### src/rtl/ms_hsiao_ecc_check.sv
// Two-stage Hsiao SEC-DED check pipeline. The address is folded into the check bits but is not
// stored. Saturating error counters and a first-error capture sit on the output handshake.
module ms_hsiao_ecc_check #(
    parameter int unsigned CDataW = 32,
    parameter int unsigned CAddrW = 18,
    parameter int unsigned CChkW  = 7,
    parameter logic [CChkW-1:0][CAddrW+CDataW-1:0] CSens = {
        50'h054F7C5C35996, 50'h22AED9C3C5553, 50'h161DE5999AC39, 50'h098BFCA55A3C9,
        50'h3867A35CC9335, 50'h381F933335CCC, 50'h07F0733333333},
    parameter int unsigned CCntW  = 16
) (
    input  logic                    AClkH,
    input  logic                    AResetH,
    input  logic                    AVldI,
    output logic                    ARdyO,
    input  logic [CAddrW-1:0]       AAddrI,
    input  logic [CChkW+CDataW-1:0] ADataI,
    input  logic                    ACorrEn,
    output logic                    AVldO,
    input  logic                    ARdyI,
    output logic [CDataW-1:0]       ADataO,
    output logic                    ASecO,
    output logic                    ADedO,
    output logic [CChkW-1:0]        ASyndO,
    output logic [CCntW-1:0]        ASecCnt,
    output logic [CCntW-1:0]        ADedCnt,
    output logic                    ALogVld,
    output logic [CAddrW-1:0]       ALogAddr,
    output logic [CChkW-1:0]        ALogSynd,
    input  logic                    ALogClr
);

    localparam logic [CChkW-1:0] CSyndOne = 1;
    localparam logic [CCntW-1:0] CCntOne  = 1;
    localparam logic [CCntW-1:0] CCntMax  = {CCntW{1'b1}};

    // Stage 1 state
    logic                    r_s1_vld;
    logic [CAddrW-1:0]       r_s1_addr;
    logic [CDataW-1:0]       r_s1_data;
    logic [CChkW-1:0]        r_s1_synd;
    logic                    r_s1_corr;
    // Stage 2 state
    logic                    r_s2_vld;
    logic [CAddrW-1:0]       r_s2_addr;
    logic [CDataW-1:0]       r_s2_data;
    logic                    r_s2_sec;
    logic                    r_s2_ded;
    logic [CChkW-1:0]        r_s2_synd;
    // Counters and capture
    logic [CCntW-1:0]        r_sec_cnt;
    logic [CCntW-1:0]        r_ded_cnt;
    logic                    r_log_vld;
    logic [CAddrW-1:0]       r_log_addr;
    logic [CChkW-1:0]        r_log_synd;

    logic                    w_s1_adv;
    logic                    w_s2_adv;
    logic                    w_hs;
    logic [CChkW-1:0]        w_synd_in;
    logic [CChkW-1:0]        w_col;
    logic [CDataW-1:0]       w_flip;
    logic                    w_data_hit;
    logic                    w_unit;
    logic                    w_sec;
    logic                    w_ded;
    logic [CDataW-1:0]       w_data_fix;
    logic [CCntW-1:0]        w_sec_base;
    logic [CCntW-1:0]        w_ded_base;
    logic [CCntW-1:0]        w_sec_nxt;
    logic [CCntW-1:0]        w_ded_nxt;
    logic                    w_log_base;

    assign w_s2_adv = ~r_s2_vld | ARdyI;
    assign w_s1_adv = ~r_s1_vld | w_s2_adv;
    assign w_hs     = r_s2_vld & ARdyI;
    assign ARdyO    = w_s1_adv;

    // Syndrome of the incoming word: parity of selected {addr,data} bits against stored check
    always_comb begin
        w_synd_in = '0;
        for (int i = 0; i < CChkW; i++) begin
            w_synd_in[i] = (^({AAddrI, ADataI[CDataW-1:0]} & CSens[i])) ^ ADataI[CDataW+i];
        end
    end

    // Match the stage-1 syndrome to a data column; the first matching column wins
    always_comb begin
        w_flip     = '0;
        w_data_hit = 1'b0;
        w_col      = '0;
        for (int k = 0; k < CDataW; k++) begin
            for (int i = 0; i < CChkW; i++) begin
                w_col[i] = CSens[i][k];
            end
            if (!w_data_hit && (r_s1_synd == w_col)) begin
                w_flip[k]  = 1'b1;
                w_data_hit = 1'b1;
            end
        end
    end

    // Address-column, even-weight and unmatched odd syndromes all fall into DED
    assign w_unit     = (r_s1_synd != '0) && ((r_s1_synd & (r_s1_synd - CSyndOne)) == '0);
    assign w_sec      = w_data_hit | w_unit;
    assign w_ded      = (r_s1_synd != '0) & ~w_sec;
    assign w_data_fix = r_s1_data ^ (r_s1_corr ? w_flip : '0);

    // Clear is applied before the coincident handshake is counted or captured
    always_comb begin
        w_sec_base = ALogClr ? '0 : r_sec_cnt;
        w_ded_base = ALogClr ? '0 : r_ded_cnt;
        w_log_base = ALogClr ? 1'b0 : r_log_vld;
        w_sec_nxt  = w_sec_base;
        w_ded_nxt  = w_ded_base;
        if (w_hs && r_s2_sec && (w_sec_base != CCntMax)) begin
            w_sec_nxt = w_sec_base + CCntOne;
        end
        if (w_hs && r_s2_ded && (w_ded_base != CCntMax)) begin
            w_ded_nxt = w_ded_base + CCntOne;
        end
    end

    // Stage 1: register address, data, syndrome and correction enable on accept
    always_ff @(posedge AClkH or posedge AResetH) begin
        if (AResetH) begin
            r_s1_vld  <= 1'b0;
            r_s1_addr <= '0;
            r_s1_data <= '0;
            r_s1_synd <= '0;
            r_s1_corr <= 1'b0;
        end else if (w_s1_adv) begin
            r_s1_vld <= AVldI;
            if (AVldI) begin
                r_s1_addr <= AAddrI;
                r_s1_data <= ADataI[CDataW-1:0];
                r_s1_synd <= w_synd_in;
                r_s1_corr <= ACorrEn;
            end
        end
    end

    // Stage 2: register corrected data and flags; payload only moves with a valid word
    always_ff @(posedge AClkH or posedge AResetH) begin
        if (AResetH) begin
            r_s2_vld  <= 1'b0;
            r_s2_addr <= '0;
            r_s2_data <= '0;
            r_s2_sec  <= 1'b0;
            r_s2_ded  <= 1'b0;
            r_s2_synd <= '0;
        end else if (w_s2_adv) begin
            r_s2_vld <= r_s1_vld;
            if (r_s1_vld) begin
                r_s2_addr <= r_s1_addr;
                r_s2_data <= w_data_fix;
                r_s2_sec  <= w_sec;
                r_s2_ded  <= w_ded;
                r_s2_synd <= r_s1_synd;
            end
        end
    end

    // Saturating counters and first-error capture
    always_ff @(posedge AClkH or posedge AResetH) begin
        if (AResetH) begin
            r_sec_cnt  <= '0;
            r_ded_cnt  <= '0;
            r_log_vld  <= 1'b0;
            r_log_addr <= '0;
            r_log_synd <= '0;
        end else begin
            r_sec_cnt <= w_sec_nxt;
            r_ded_cnt <= w_ded_nxt;
            if (w_hs && (r_s2_sec || r_s2_ded) && !w_log_base) begin
                r_log_vld  <= 1'b1;
                r_log_addr <= r_s2_addr;
                r_log_synd <= r_s2_synd;
            end else if (ALogClr) begin
                r_log_vld  <= 1'b0;
                r_log_addr <= '0;
                r_log_synd <= '0;
            end
        end
    end

    assign AVldO    = r_s2_vld;
    assign ADataO   = r_s2_data;
    assign ASecO    = r_s2_sec;
    assign ADedO    = r_s2_ded;
    assign ASyndO   = r_s2_synd;
    assign ASecCnt  = r_sec_cnt;
    assign ADedCnt  = r_ded_cnt;
    assign ALogVld  = r_log_vld;
    assign ALogAddr = r_log_addr;
    assign ALogSynd = r_log_synd;

endmodule

### config.mk
export PLATFORM = sky130hd
export DESIGN_NAME = ms_hsiao_ecc_check
export DESIGN_NICKNAME = d
export VERILOG_FILES = /design/src/rtl/ms_hsiao_ecc_check.sv
export SDC_FILE = /design/constraint.sdc
export NUM_CORES = 1
export LEC_CHECK = 0
export ABC_AREA = 1
export CAP_MARGIN = 20
export CORE_AREA = 5 5 193 195
export DETAILED_ROUTE_END_ITERATION = 12
export DIE_AREA = 0 0 198 200
export PLACE_DENSITY = 0.47
export SLEW_MARGIN = 25
export SYNTH_ARGS = -nofsm -noshare
export SYNTH_HDL_FRONTEND = slang
export SYNTH_SLANG_ARGS = --single-unit
### constraint.sdc
create_clock -name AClkH -period 7.44 [get_ports AClkH]
set_input_delay 1.488 -clock AClkH [delete_from_list [all_inputs] [get_ports AClkH]]
set_output_delay 1.488 -clock AClkH [all_outputs]
set_load 0.1 [all_outputs]
==> results of run 1 <==
worst min-delay path, stage by stage (launching register included):
cell	delay, ns
sky130_fd_sc_hd__dfrtp_1	0.34
sky130_fd_sc_hd__nand2_1	0.05
sky130_fd_sc_hd__o21ai_0	0.06
cells by family (layout without fill, tap and decap cells):
| kind of cell | Yosys count | in the layout | share of synthesized area |
|---|---|---|---|
| AO/OA/AOI/OAI | 122 | 122 | 0.0589 |
| XOR/XNOR | 152 | 152 | 0.128 |
| AND/OR/NAND/NOR | 788 | 788 | 0.309 |
| adder cells (fa/ha/maj) | 2 | 2 | 0.00240 |
| flip-flops | 177 | 177 | 0.425 |
| buffers and inverters | 204 | 359 | 0.0763 |
per-layer routing:
| layer | wire length, um | track usage | vias up | share of wire |
|---|---|---|---|---|
| met5 | 0 | 0 | - | 0 |
| met4 | 452 | 0.0398 | 0 | 0.014 |
| met3 | 1380 | 0.0257 | 25 | 0.044 |
| met2 | 14200 | 0.252 | 186 | 0.45 |
| met1 | 15700 | 0.233 | 4268 | 0.50 |
| li1 | - | - | 4756 | - |
metrics by stage:
| step | hold WS, ns | cells |
|---|---|---|
| 2_1_floorplan | 0.449 | 1445 |
| 3_3_place_gp | 0.467 | 2029 |
| 3_5_place_dp | 0.464 | 2029 |
| 4_1_cts | 0.483 | 2061 |
| 5_1_grt | 0.500 | 2061 |
| 6_report | 0.481 | 2061 |
path summary, 6_finish.rpt:
path	start	end	slack (ns)	cells past startpoint
worst max-delay path	ARdyI	ARdyO	2.64	4
worst min-delay path	r_s1_addr[1]$_DFFE_PP0P_	r_s2_addr[1]$_DFFE_PP0P_	0.48	2
worst max register to register	ADedCnt[0]$_DFF_PP0_	ADedCnt[12]$_DFF_PP0_	5.29	11
worst min register to register	r_s1_addr[1]$_DFFE_PP0P_	r_s2_addr[1]$_DFFE_PP0P_	0.48	2
max in group asynchronous	AResetH	r_s1_data[3]$_DFFE_PP0P_	4.88	3
min in group asynchronous	AResetH	ADataO[7]$_DFFE_PP0P_	1.50	2
power breakdown:
group,total (mW),internal [mW],switching [mW]
registers,1.34,1.17,0.167
logic,2.01,0.473,1.53
clock network,0.878,0.446,0.432
cell usage in the layout, fill, tap and decap left out, drive strengths merged:
cell type        n
clkbuf          17
o21ai          118
nand4           14
clkdlybuf4s50  163
and3             1
and2             2
xor2            80
nor4             8
clkinv           7
nand3b           2
inv            162
o21bai           1
nand2          534
xnor2           72
or2              2
a31oi            1
nand3           97
buf              8
a21oi            2
ha               2
nor2           115
nor3            13
clkinvlp         2
dfrtp          177
layout make-up:
type                            count  area share
Clock buffer                       17      0.0325
Clock inverter                     15      0.0111
Tap cell                          461      0.0441
Inverter                          156      0.0452
Timing Repair Buffer              171       0.130
Sequential cell                   177       0.339
Multi-Input combinational cell   1064       0.399
registers in the layout, summed over array words and instances (netlist names), 7 cells and up:
signal / count
ADataO: 32
r_s1_data: 32
ALogAddr: 18
r_s1_addr: 18
r_s2_addr: 18
ADedCnt: 16
ASecCnt: 16
ALogSynd: 7
ASyndO: 7
r_s1_synd: 7
==> results_tabular.tex, run 1 <==
\begin{tabular}{lr}
\hline
Metric & Value \\
\hline
\multicolumn{2}{l}{\textbf{Run status}} \\
\quad Outcome & finished, final reports clean \\
\multicolumn{2}{l}{\textbf{STA}} \\
\quad Maximum achievable frequency & 0.208 GHz \\
\quad Post-Route Setup TNS & 0 ns \\
\quad Slew headroom & 0.285 \\
\quad Worst Slack Setup Final & 2.64 ns \\
\quad Count of endpoints failing setup in the final report & 0 \\
\quad Slew of the pin with the lowest slew margin & between 1 and 1.5 ns \\
\quad Unrepaired setup endpoints after global routing & no \\
\quad Clock Skews & between 0.01 and 0.015 ns \\
\quad Number of hold violations in the final report & 0 \\
\quad Final slew viol count & 0 \\
\quad Final cycle utilization of the critical path & 0.645 \\
\quad Minimum clock period & about 4.8 ns \\
\multicolumn{2}{l}{\textbf{Clock network}} \\
\quad Total CTS buffers & 17 \\
\quad Clock tree from TritonCTS & built \\
\quad Total clock sinks & 177 \\
\quad Count of hold-fix buffers inserted at cts & 0 \\
\quad Clock Pin Slew Worst Setup and Hold Paths & about 0.080 ns \\
\quad Maximum number of buffers from clock root to sink & 2 \\
\quad CTS-repair resized insts & 0 \\
\quad Clock root buffer & sky130\_fd\_sc\_hd\_\_clkbuf\_16 \\
\quad CTS H-Tree Depth & 4 \\
\quad Buffer count from post-CTS setup fixing & 0 \\
\quad Clock latency of the later-clocked register in the worst-skew pair & 0.44 ns \\
\multicolumn{2}{l}{\textbf{Layout}} \\
\quad Layout cells sized above 1 & 0.0394 \\
\quad Area of all placed cells without fillers & around 13000 sq um \\
\quad Final Util & 0.371 \\
\quad Area growth from synthesis to layout & 25.4\% \\
\quad Multi-input logic area & roughly 5200 sq um \\
\quad Sequential cell area in the final layout & 4430 sq um \\
\quad Diode insertion count for antenna repair & 0 \\
\quad Layout fillers & approximately 3.8k \\
\quad Total number of nets in the final design & roughly 1.7k \\
\multicolumn{2}{l}{\textbf{Floorplanning}} \\
\quad Core Region & 35200 sq um \\
\quad Ports & $\sim$160 \\
\quad Chip Height & about 200 um \\
\quad Rows & 69 \\
\quad Die width & 198 um \\
\quad Effective utilization at floorplan & 0.296 \\
\quad Total die area & 39600 sq um \\
\multicolumn{2}{l}{\textbf{Yosys}} \\
\quad Portion of the post-synthesis area used by sequential elements & 0.425 \\
\quad Synth top area cells & sky130\_fd\_sc\_hd\_\_dfrtp\_1 (42\%), sky130\_fd\_sc\_hd\_\_nand2\_1 (19\%), sky130\_fd\_sc\_hd\_\_xor2\_1 (6.7\%) \\
\quad Post-synth top cells & sky130\_fd\_sc\_hd\_\_nand2\_1 (533), sky130\_fd\_sc\_hd\_\_dfrtp\_1 (177), sky130\_fd\_sc\_hd\_\_inv\_1 (152) \\
\quad Synthesized Nets & 1510 \\
\quad Mapped Cells & approximately 1.4k \\
\quad Post-synth top flop & sky130\_fd\_sc\_hd\_\_dfrtp\_1 \\
\quad Post-synth cell types & 33 \\
\quad Most instantiated library cell after synthesis & sky130\_fd\_sc\_hd\_\_nand2\_1 \\
\quad Synth Register Bits & around 180 \\
\quad Number of warnings reported in the yosys synthesis log & 0 \\
\quad Synthesized area & approximately 10000 sq um \\
\quad Synth async-reset ratio & 1.00 \\
\quad Cell type contributing the most total cell area after synthesis & sky130\_fd\_sc\_hd\_\_dfrtp\_1 \\
\quad Fraction of synthesized cell area taken by the top area cell type & 0.425 \\
\quad Post-synth EDFFs & 0 \\
\quad Mean instance size in the synthesized netlist & between 7 and 8 sq um \\
\multicolumn{2}{l}{\textbf{Critical path}} \\
\quad CP bufs+invs & 3 \\
\quad Cell breakdown of the critical path & clkdlybuf4s50\_1, inv\_1, nand3\_1, clkdlybuf4s50\_1 \\
\quad Startpoint types & primary input \\
\quad Slowest cell on the critical path & sky130\_fd\_sc\_hd\_\_clkdlybuf4s50\_1 \\
\quad Cell repeated most along the worst path & sky130\_fd\_sc\_hd\_\_clkdlybuf4s50\_1 \\
\quad Category of the most critical setup path & in2out \\
\quad Worst path required time & between 5 and 6 ns \\
\quad Slowest Stage Delay on Critical Path & $\sim$1.2 ns \\
\quad Category of cells accounting for the largest share of critical-path delay & buffers and inverters \\
\quad Setup crit end kind & output port \\
\quad Maximum fanout encountered on the critical timing path & 3 \\
\quad Arrival time reported for the critical path endpoint & between 3 and 4 ns \\
\multicolumn{2}{l}{\textbf{Global route}} \\
\quad Antenna violations before repair & 0 \\
\quad Global-route total usage across every layer & 0.161 \\
\quad Final global-route overflow total & 0 \\
\quad Wire length of the first global-routing pass & roughly 50 mm \\
\quad Number of global-route vias before repair & around 9k \\
\quad Largest net degree at the start of global routing & 83 \\
\multicolumn{2}{l}{\textbf{Drt}} \\
\quad Drt first pass iters & 5 \\
\quad Remaining routing DRC violations & 0 \\
\quad Antenna Violating Nets Remaining & 0 \\
\quad Ratio of routed vias to standard cells & 4.48 \\
\quad DRT iter0 DRCs & about 420 \\
\quad DR WL/cell & $\sim$15 um \\
\quad Via count & about 9.2k \\
\quad Total wire length after detailed routing & 31.7 mm \\
\multicolumn{2}{l}{\textbf{Pwr}} \\
\quad Power Total & about 4.2 mW \\
\quad Max VDD drop & $\sim$0.26 mV \\
\quad LEAKAGE & just over 6 nW \\
\quad Areal power density over the cells & about 320 nW/um\^{}2 \\
\multicolumn{2}{l}{\textbf{Placement}} \\
\quad Worst setup timing slack at the placement stage & roughly 2.6 ns \\
\quad Gp weighted congestion & 0.851 \\
\quad Count of buffers from port buffering & about 160 \\
\quad Placed Area & approximately 12000 sq um \\
\quad Detailed placement HPWL & 24.7 mm \\
\multicolumn{2}{l}{\textbf{Flow run}} \\
\quad Reported max-cap violation count & 0 \\
\multicolumn{2}{l}{\textbf{Min path}} \\
\quad HP Class & reg2reg \\
\hline
\end{tabular}
(Power assumes the default switching activity.)
==> inputs of run 2 (changes only) <==
--- a/config.mk
+++ b/config.mk
@@ -10,7 +10,7 @@
 export CORE_AREA = 5 5 193 195
 export DETAILED_ROUTE_END_ITERATION = 12
 export DIE_AREA = 0 0 198 200
-export PLACE_DENSITY = 0.47
+export PLACE_DENSITY = 0.49
 export SLEW_MARGIN = 25
 export SYNTH_ARGS = -nofsm -noshare
 export SYNTH_HDL_FRONTEND = slang
==> constraint.sdc (replaced) <==
create_clock -name AClkH -period 4.4 [get_ports AClkH]
set_input_delay 0.88 -clock AClkH [delete_from_list [all_inputs] [get_ports AClkH]]
set_output_delay 0.88 -clock AClkH [all_outputs]
set_load 0.1 [all_outputs]
==> run 2 against run 1 <==
Non-clock buffer count grew 4. Utilization grew 0.16 points. Register-to-register slack lost 3.0 ns. Critical path depth grew 10. Largest cell class unchanged.
==> results_tabular.tex, run 2 (same netlist as run 1, synthesis figures left out) <==
\begin{tabular}{lr}
\hline
Metric & Value \\
\hline
\multicolumn{2}{l}{\textbf{Critical path}} \\
\quad Category of the most critical setup path & in2reg \\
\quad Worst R2R Path Depth & 10 \\
\quad Worst path required time & approximately 4.8 ns \\
\quad Setup slack of the worst register-to-register path & roughly 2.3 ns \\
\quad End of the worst register-to-register path & ASecCnt[14]\$\_DFF\_PP0\_ \\
\quad Maximum fanout encountered on the critical timing path & 15 \\
\quad Worst setup path start & ALogClr \\
\quad Setup crit end kind & register \\
\quad Launching point of the worst reg2reg path & ASecCnt[0]\$\_DFF\_PP0\_ \\
\quad End point of the critical path & ADedCnt[12]\$\_DFF\_PP0\_ \\
\quad Arrival time reported for the critical path endpoint & 3.40 ns \\
\quad Startpoint types & primary input \\
\multicolumn{2}{l}{\textbf{Drt}} \\
\quad DRT iter0 DRCs & 542 \\
\quad Ratio of routed vias to standard cells & roughly 4.5 \\
\quad Remaining routing DRC violations & 0 \\
\quad Total wire length after detailed routing & 31.3 mm \\
\quad Drt first pass iters & 5 \\
\quad DR WL/cell & around 15 um \\
\quad Via count & 9242 \\
\quad Antenna Violating Nets Remaining & 0 \\
\multicolumn{2}{l}{\textbf{Clock network}} \\
\quad Buffer count from post-CTS setup fixing & 0 \\
\quad CTS-repair resized insts & 0 \\
\quad Clock tree from TritonCTS & built \\
\quad Clock latency of the later-clocked register in the worst-skew pair & 0.43 ns \\
\quad CTS H-Tree Depth & 4 \\
\quad Count of hold-fix buffers inserted at cts & 0 \\
\quad Total CTS buffers & 17 \\
\quad Maximum number of buffers from clock root to sink & 2 \\
\quad Clock root buffer & sky130\_fd\_sc\_hd\_\_clkbuf\_16 \\
\quad Clock Pin Slew Worst Setup and Hold Paths & approximately 0.07 ns \\
\quad Total clock sinks & 177 \\
\multicolumn{2}{l}{\textbf{STA}} \\
\quad Final slew viol count & 0 \\
\quad Number of hold violations in the final report & 0 \\
\quad Slew headroom & 0.285 \\
\quad Unrepaired setup endpoints after global routing & no \\
\quad Minimum clock period & $\sim$3.0 ns \\
\quad Clock Skews & $\sim$0.012 ns \\
\quad Maximum achievable frequency & between 0.3 and 0.4 GHz \\
\quad Final cycle utilization of the critical path & 0.692 \\
\quad Slew of the pin with the lowest slew margin & $\sim$1.1 ns \\
\quad Post-Route Setup TNS & 0 ns \\
\quad Count of endpoints failing setup in the final report & 0 \\
\multicolumn{2}{l}{\textbf{Pwr}} \\
\quad LEAKAGE & between 6 and 7 nW \\
\quad Share of total power in combinational logic & 0.476 \\
\quad Areal power density over the cells & between 500 and 600 nW/um\^{}2 \\
\quad Internal power consumption & roughly 3.5 mW \\
\quad Fraction of power spent switching nets & 0.503 \\
\quad Fraction of power consumed by the clock network & 0.205 \\
\quad Max VDD drop & about 0.4 mV \\
\quad Power Total & 7.13 mW \\
\quad P\_sw & about 3.6 mW \\
\quad Share of total power in sequential cells & 0.319 \\
\multicolumn{2}{l}{\textbf{Global route}} \\
\quad Number of global-route vias before repair & around 9.0k \\
\quad Final global-route overflow total & 0 \\
\quad Global-route total usage across every layer & 0.159 \\
\quad Largest net degree at the start of global routing & 83 \\
\quad Wire length of the first global-routing pass & $\sim$50 mm \\
\quad Antenna violations before repair & 0 \\
\multicolumn{2}{l}{\textbf{Layout}} \\
\quad Final Util & 0.373 \\
\quad Area of all placed cells without fillers & between 10000 and 15000 sq um \\
\quad Non-filler instance count after layout & roughly 2.1k \\
\quad Leading cell type in the layout, fill and taps excluded & sky130\_fd\_sc\_hd\_\_nand2\_1 \\
\quad Diode insertion count for antenna repair & 0 \\
\quad Most frequent cells in the layout & sky130\_fd\_sc\_hd\_\_nand2\_1 (531), sky130\_fd\_sc\_hd\_\_dfrtp\_1 (177), sky130\_fd\_sc\_hd\_\_clkdlybuf4s50\_1 (162), sky130\_fd\_sc\_hd\_\_inv\_1 (151), sky130\_fd\_sc\_hd\_\_o21ai\_0 (111) \\
\quad Total number of nets in the final design & around 1.7k \\
\quad Layout fillers & about 3.7k \\
\quad Area growth from synthesis to layout & 25.9\% \\
\quad Layout cells sized above 1 & 0.0424 \\
\multicolumn{2}{l}{\textbf{Min path}} \\
\quad Startpoint of the tightest hold check path & r\_s1\_addr[15]\$\_DFFE\_PP0P\_ \\
\quad Number of cells on the worst hold path & 2 \\
\quad HP Class & reg2reg \\
\multicolumn{2}{l}{\textbf{Run status}} \\
\quad Outcome & finished, final reports clean \\
\multicolumn{2}{l}{\textbf{Placement}} \\
\quad Placed Area & between 10000 and 15000 sq um \\
\quad Detailed placement HPWL & roughly 25 mm \\
\quad Count of buffers from port buffering & 163 \\
\quad Gp weighted congestion & between 0.8 and 0.9 \\
\quad Placed instance count & roughly 2k \\
\multicolumn{2}{l}{\textbf{Floorplanning}} \\
\quad Ports & roughly 160 \\
\quad Die width & 198 um \\
\quad Chip Height & $\sim$200 um \\
\quad Rows & 69 \\
\quad Total die area & just under 40000 sq um \\
\quad Core Region & roughly 35000 sq um \\
\quad Effective utilization at floorplan & 0.296 \\
\multicolumn{2}{l}{\textbf{Flow run}} \\
\quad Reported max-cap violation count & 0 \\
\hline
\end{tabular}
==> run 2: worst min-delay path by stage <==
stage	end
after floorplan	r_s1_addr[11]$_DFFE_PP0P_
after global placement	r_s1_addr[1]$_DFFE_PP0P_
after detailed placement	r_s2_addr[1]$_DFFE_PP0P_
after CTS	r_s2_addr[15]$_DFFE_PP0P_
after global routing	r_s1_addr[15]$_DFFE_PP0P_
final	r_s2_addr[15]$_DFFE_PP0P_
==> run 2: critical path, cell delays in order <==
cell and delay [ns]:
sky130_fd_sc_hd__clkdlybuf4s50_1 0.48, sky130_fd_sc_hd__buf_4 0.22, sky130_fd_sc_hd__inv_2 0.16, sky130_fd_sc_hd__nand2_1 0.13
sky130_fd_sc_hd__inv_1 0.09, sky130_fd_sc_hd__ha_1 0.21, sky130_fd_sc_hd__nand3_1 0.11, sky130_fd_sc_hd__nor2_1 0.06
sky130_fd_sc_hd__nand3_1 0.07, sky130_fd_sc_hd__nand2_1 0.30, sky130_fd_sc_hd__nor2_1 0.27, sky130_fd_sc_hd__nand3_1 0.13
sky130_fd_sc_hd__nor2_1 0.13, sky130_fd_sc_hd__xor2_1 0.15
==> run 2: layout make-up <==
class                           count  area (sq um)  share of cell area
Multi-Input combinational cell   1064          5210               0.397
Clock inverter                     14           129             0.00982
Sequential cell                   177          4430               0.337
Inverter                          156           589              0.0449
Tap cell                          461           577              0.0439
Timing Repair Buffer              175          1760               0.134
Clock buffer                       18           439              0.0334
==> run 2: stage by stage <==
step	setup WS (ns)	hold WS (ns)
after global placement	0.909	0.469
after floorplan	1.25	0.449
after global routing	1.15	0.514
final	1.35	0.481
after detailed placement	0.911	0.470
after CTS	1.35	0.486
==> run 2: metal layers <==
metal	up-vias	global-route usage	wire, um
li1	4772	-	-
met4	0	0.0314	254
met1	4250	0.235	15700
met3	12	0.0232	1260
met2	208	0.251	14100
met5	-	0	0
==> run 2: power by group through the flow <==
| stage | sequential (mW) | clock, mW | combinational [mW] |
|---|---|---|---|
| 2_1_floorplan | 3.74 | 0 | 1.02 |
| 6_report | 2.28 | 1.46 | 3.39 |
| 3_5_place_dp | 2.31 | 0 | 3.42 |
| 5_1_grt | 2.32 | 1.58 | 3.64 |
| 3_3_place_gp | 2.31 | 0 | 3.41 |
| 4_1_cts | 2.28 | 1.51 | 3.43 |
==> inputs of run 3 (changes only) <==
==> constraint.sdc (replaced) <==
create_clock -name AClkH -period 2.6 [get_ports AClkH]
set_input_delay 0.52 -clock AClkH [delete_from_list [all_inputs] [get_ports AClkH]]
set_output_delay 0.52 -clock AClkH [all_outputs]
set_load 0.1 [all_outputs]
==> run 3 against run 2 <==
Setup slack got worse by 0.90 ns. Count of clock-buffer cells in the layout shrank 1. Utilization up 0.44 points. Register-to-register slack got worse by 1.7 ns. Sequential power up 68%. Wire length rose by 0.30%. Final cell count rose by 1.7%. Combinational power increased by 70%. Critical endpoint is now ASecCnt[12]$_DFF_PP0_. Largest power group unchanged.
==> results_tabular.tex, run 3 (same netlist as run 1, synthesis figures left out) <==
\begin{tabular}{lr}
\hline
Metric & Value \\
\hline
\multicolumn{2}{l}{\textbf{Drt}} \\
\quad Total wire length after detailed routing & 31.4 mm \\
\quad Via count & about 9.4k \\
\quad Drt first pass iters & 5 \\
\quad DRT iter0 DRCs & between 400 and 500 \\
\quad DR WL/cell & approximately 15 um \\
\quad Remaining routing DRC violations & 0 \\
\quad Antenna Violating Nets Remaining & 0 \\
\quad Ratio of routed vias to standard cells & about 4.5 \\
\multicolumn{2}{l}{\textbf{Layout}} \\
\quad Layout fillers & around 3.7k \\
\quad Leading cell type in the layout, fill and taps excluded & sky130\_fd\_sc\_hd\_\_nand2\_1 \\
\quad Diode insertion count for antenna repair & 0 \\
\quad Sequential cell area in the final layout & $\sim$4400 sq um \\
\quad Total number of nets in the final design & approximately 1.7k \\
\quad Multi-input logic area & around 5200 sq um \\
\quad Most frequent cells in the layout & sky130\_fd\_sc\_hd\_\_nand2\_1 (531), sky130\_fd\_sc\_hd\_\_dfrtp\_1 (177), sky130\_fd\_sc\_hd\_\_inv\_1 (151), sky130\_fd\_sc\_hd\_\_buf\_4 (139), sky130\_fd\_sc\_hd\_\_o21ai\_0 (111) \\
\quad Layout cells sized above 1 & 0.125 \\
\quad Area growth from synthesis to layout & 27.4\% \\
\quad Final Util & 0.377 \\
\multicolumn{2}{l}{\textbf{Placement}} \\
\quad Detailed placement HPWL & approximately 25 mm \\
\quad Count of buffers from port buffering & approximately 160 \\
\quad Worst setup timing slack at the placement stage & between 0.015 and 0.02 ns \\
\quad Gp weighted congestion & approximately 0.92 \\
\multicolumn{2}{l}{\textbf{STA}} \\
\quad Slew headroom & 0.531 \\
\quad Final cycle utilization of the critical path & 0.827 \\
\quad Slew of the pin with the lowest slew margin & about 0.70 ns \\
\quad Clock Skews & $\sim$0.014 ns \\
\quad Number of hold violations in the final report & 0 \\
\quad Minimum clock period & $\sim$2.1 ns \\
\quad Worst Slack Setup Final & $\sim$0.45 ns \\
\quad Post-Route Setup TNS & 0 ns \\
\quad Final slew viol count & 0 \\
\quad Maximum achievable frequency & roughly 0.47 GHz \\
\quad Unrepaired setup endpoints after global routing & no \\
\quad Count of endpoints failing setup in the final report & 0 \\
\multicolumn{2}{l}{\textbf{Clock network}} \\
\quad Total CTS buffers & 17 \\
\quad Total clock sinks & between 150 and 200 \\
\quad CTS-repair resized insts & 0 \\
\quad Clock latency of the later-clocked register in the worst-skew pair & roughly 0.44 ns \\
\quad Maximum number of buffers from clock root to sink & 2 \\
\quad Buffer count from post-CTS setup fixing & 0 \\
\quad Clock Pin Slew Worst Setup and Hold Paths & roughly 0.080 ns \\
\quad Count of hold-fix buffers inserted at cts & 0 \\
\quad CTS H-Tree Depth & 4 \\
\quad Clock root buffer & sky130\_fd\_sc\_hd\_\_clkbuf\_16 \\
\quad Clock tree from TritonCTS & built \\
\multicolumn{2}{l}{\textbf{Critical path}} \\
\quad End of the worst register-to-register path & ADedO\$\_DFFE\_PP0P\_ \\
\quad Maximum fanout encountered on the critical timing path & 13 \\
\quad Worst R2R Path Depth & 11 \\
\quad Startpoint types & primary input \\
\quad Worst path required time & 2.91 ns \\
\quad Setup slack of the worst register-to-register path & about 0.60 ns \\
\quad Category of the most critical setup path & in2reg \\
\quad Arrival time reported for the critical path endpoint & about 2.5 ns \\
\quad Setup crit end kind & register \\
\quad Launching point of the worst reg2reg path & r\_s1\_synd[6]\$\_DFFE\_PP0P\_ \\
\multicolumn{2}{l}{\textbf{Pwr}} \\
\quad Max VDD drop & between 1 and 1.5 mV \\
\quad LEAKAGE & approximately 6.7 nW \\
\quad Areal power density over the cells & between 900 and 1000 nW/um\^{}2 \\
\multicolumn{2}{l}{\textbf{Global route}} \\
\quad Wire length of the first global-routing pass & 50.2 mm \\
\quad Antenna violations before repair & 0 \\
\quad Global-route total usage across every layer & 0.160 \\
\quad Final global-route overflow total & 0 \\
\quad Largest net degree at the start of global routing & 53 \\
\quad Number of global-route vias before repair & approximately 9k \\
\multicolumn{2}{l}{\textbf{Min path}} \\
\quad HP Class & in2async \\
\multicolumn{2}{l}{\textbf{Floorplanning}} \\
\quad Rows & 69 \\
\quad Effective utilization at floorplan & 0.296 \\
\quad Core Region & around 35000 sq um \\
\quad Chip Height & roughly 200 um \\
\quad Total die area & 39600 sq um \\
\quad Die width & slightly below 200 um \\
\quad Ports & approximately 160 \\
\multicolumn{2}{l}{\textbf{Run status}} \\
\quad Outcome & finished, final reports clean \\
\multicolumn{2}{l}{\textbf{Flow run}} \\
\quad Reported max-cap violation count & 0 \\
\hline
\end{tabular}
[run 3: cell count changes in the layout (fill, tap and decap cells not counted), sizes merged]
cell           previous run  this run
inv                     159       164
clkbuf                   18        17
buf                      13       149
clkdlybuf4s50           162        62
clkinvlp                  5         1
[run 3: critical path: stages]
cell and delay [ns]:
sky130_fd_sc_hd__clkdlybuf4s50_1 0.51, sky130_fd_sc_hd__buf_12 0.20, sky130_fd_sc_hd__nor2_1 0.16, sky130_fd_sc_hd__ha_1 0.19, sky130_fd_sc_hd__nand3_1 0.10, sky130_fd_sc_hd__nor2_1 0.17, sky130_fd_sc_hd__nand4_1 0.14, sky130_fd_sc_hd__nand2_2 0.15
sky130_fd_sc_hd__inv_2 0.08, sky130_fd_sc_hd__buf_12 0.14, sky130_fd_sc_hd__nand2_1 0.05, sky130_fd_sc_hd__o21ai_1 0.06
[run 3: report_power, final]
part	switching [mW]	internal (mW)	leakage (nW)
Sequential	0.489	3.35	2.27
Combinational	4.42	1.33	4.09
Clock	1.30	1.31	0.295
Total	6.20	5.99	6.65
[run 3: per-layer routing]
layer | share of wire | wire length (um) | GRT usage | vias to the layer above
li1 | - | - | - | 4849
met1 | 0.50 | 15600 | 0.238 | 4329
met2 | 0.45 | 14000 | 0.247 | 198
met3 | 0.044 | 1380 | 0.0253 | 21
met4 | 0.013 | 421 | 0.0372 | 0
met5 | 0 | 0 | 0 | -
[run 3: metrics by stage]
stage / power (mW) / cells / instance area [sq um] / hold WS (ns)
finish: 12.2 / 2101 / 13300 / 0.455
global route: 12.9 / 2101 / 13300 / 0.483
CTS: 12.4 / 2101 / 13300 / 0.456
detailed placement: 9.69 / 2069 / 12700 / 0.473
global placement: 9.66 / 2069 / 12700 / 0.468
floorplan: 8.07 / 1445 / 10400 / 0.449
[run 3: worst max-delay path by stage]
stage               startpoint               endpoint  slack (ns)  depth (start not counted)
global route           ALogClr  ADedCnt[12]$_DFF_PP0_        0.28                         12
detailed placement     ALogClr  ASecCnt[12]$_DFF_PP0_        0.02                         12
global placement       ALogClr  ASecCnt[13]$_DFF_PP0_        0.08                         11
CTS                    ALogClr  ASecCnt[12]$_DFF_PP0_        0.48                         12
finish                 ALogClr  ASecCnt[12]$_DFF_PP0_        0.45                         12
floorplan              AResetH  ADataO[0]$_DFFE_PP0P_       -0.19                          1
[run 3: layout make-up]
cell class	count	share of cell area
clock inverters	15	0.0135
inverters	156	0.0444
multi-input cells	1064	0.393
clock buffers	17	0.0320
repair buffers	211	0.140
well taps	461	0.0434
flip-flops and latches	177	0.333
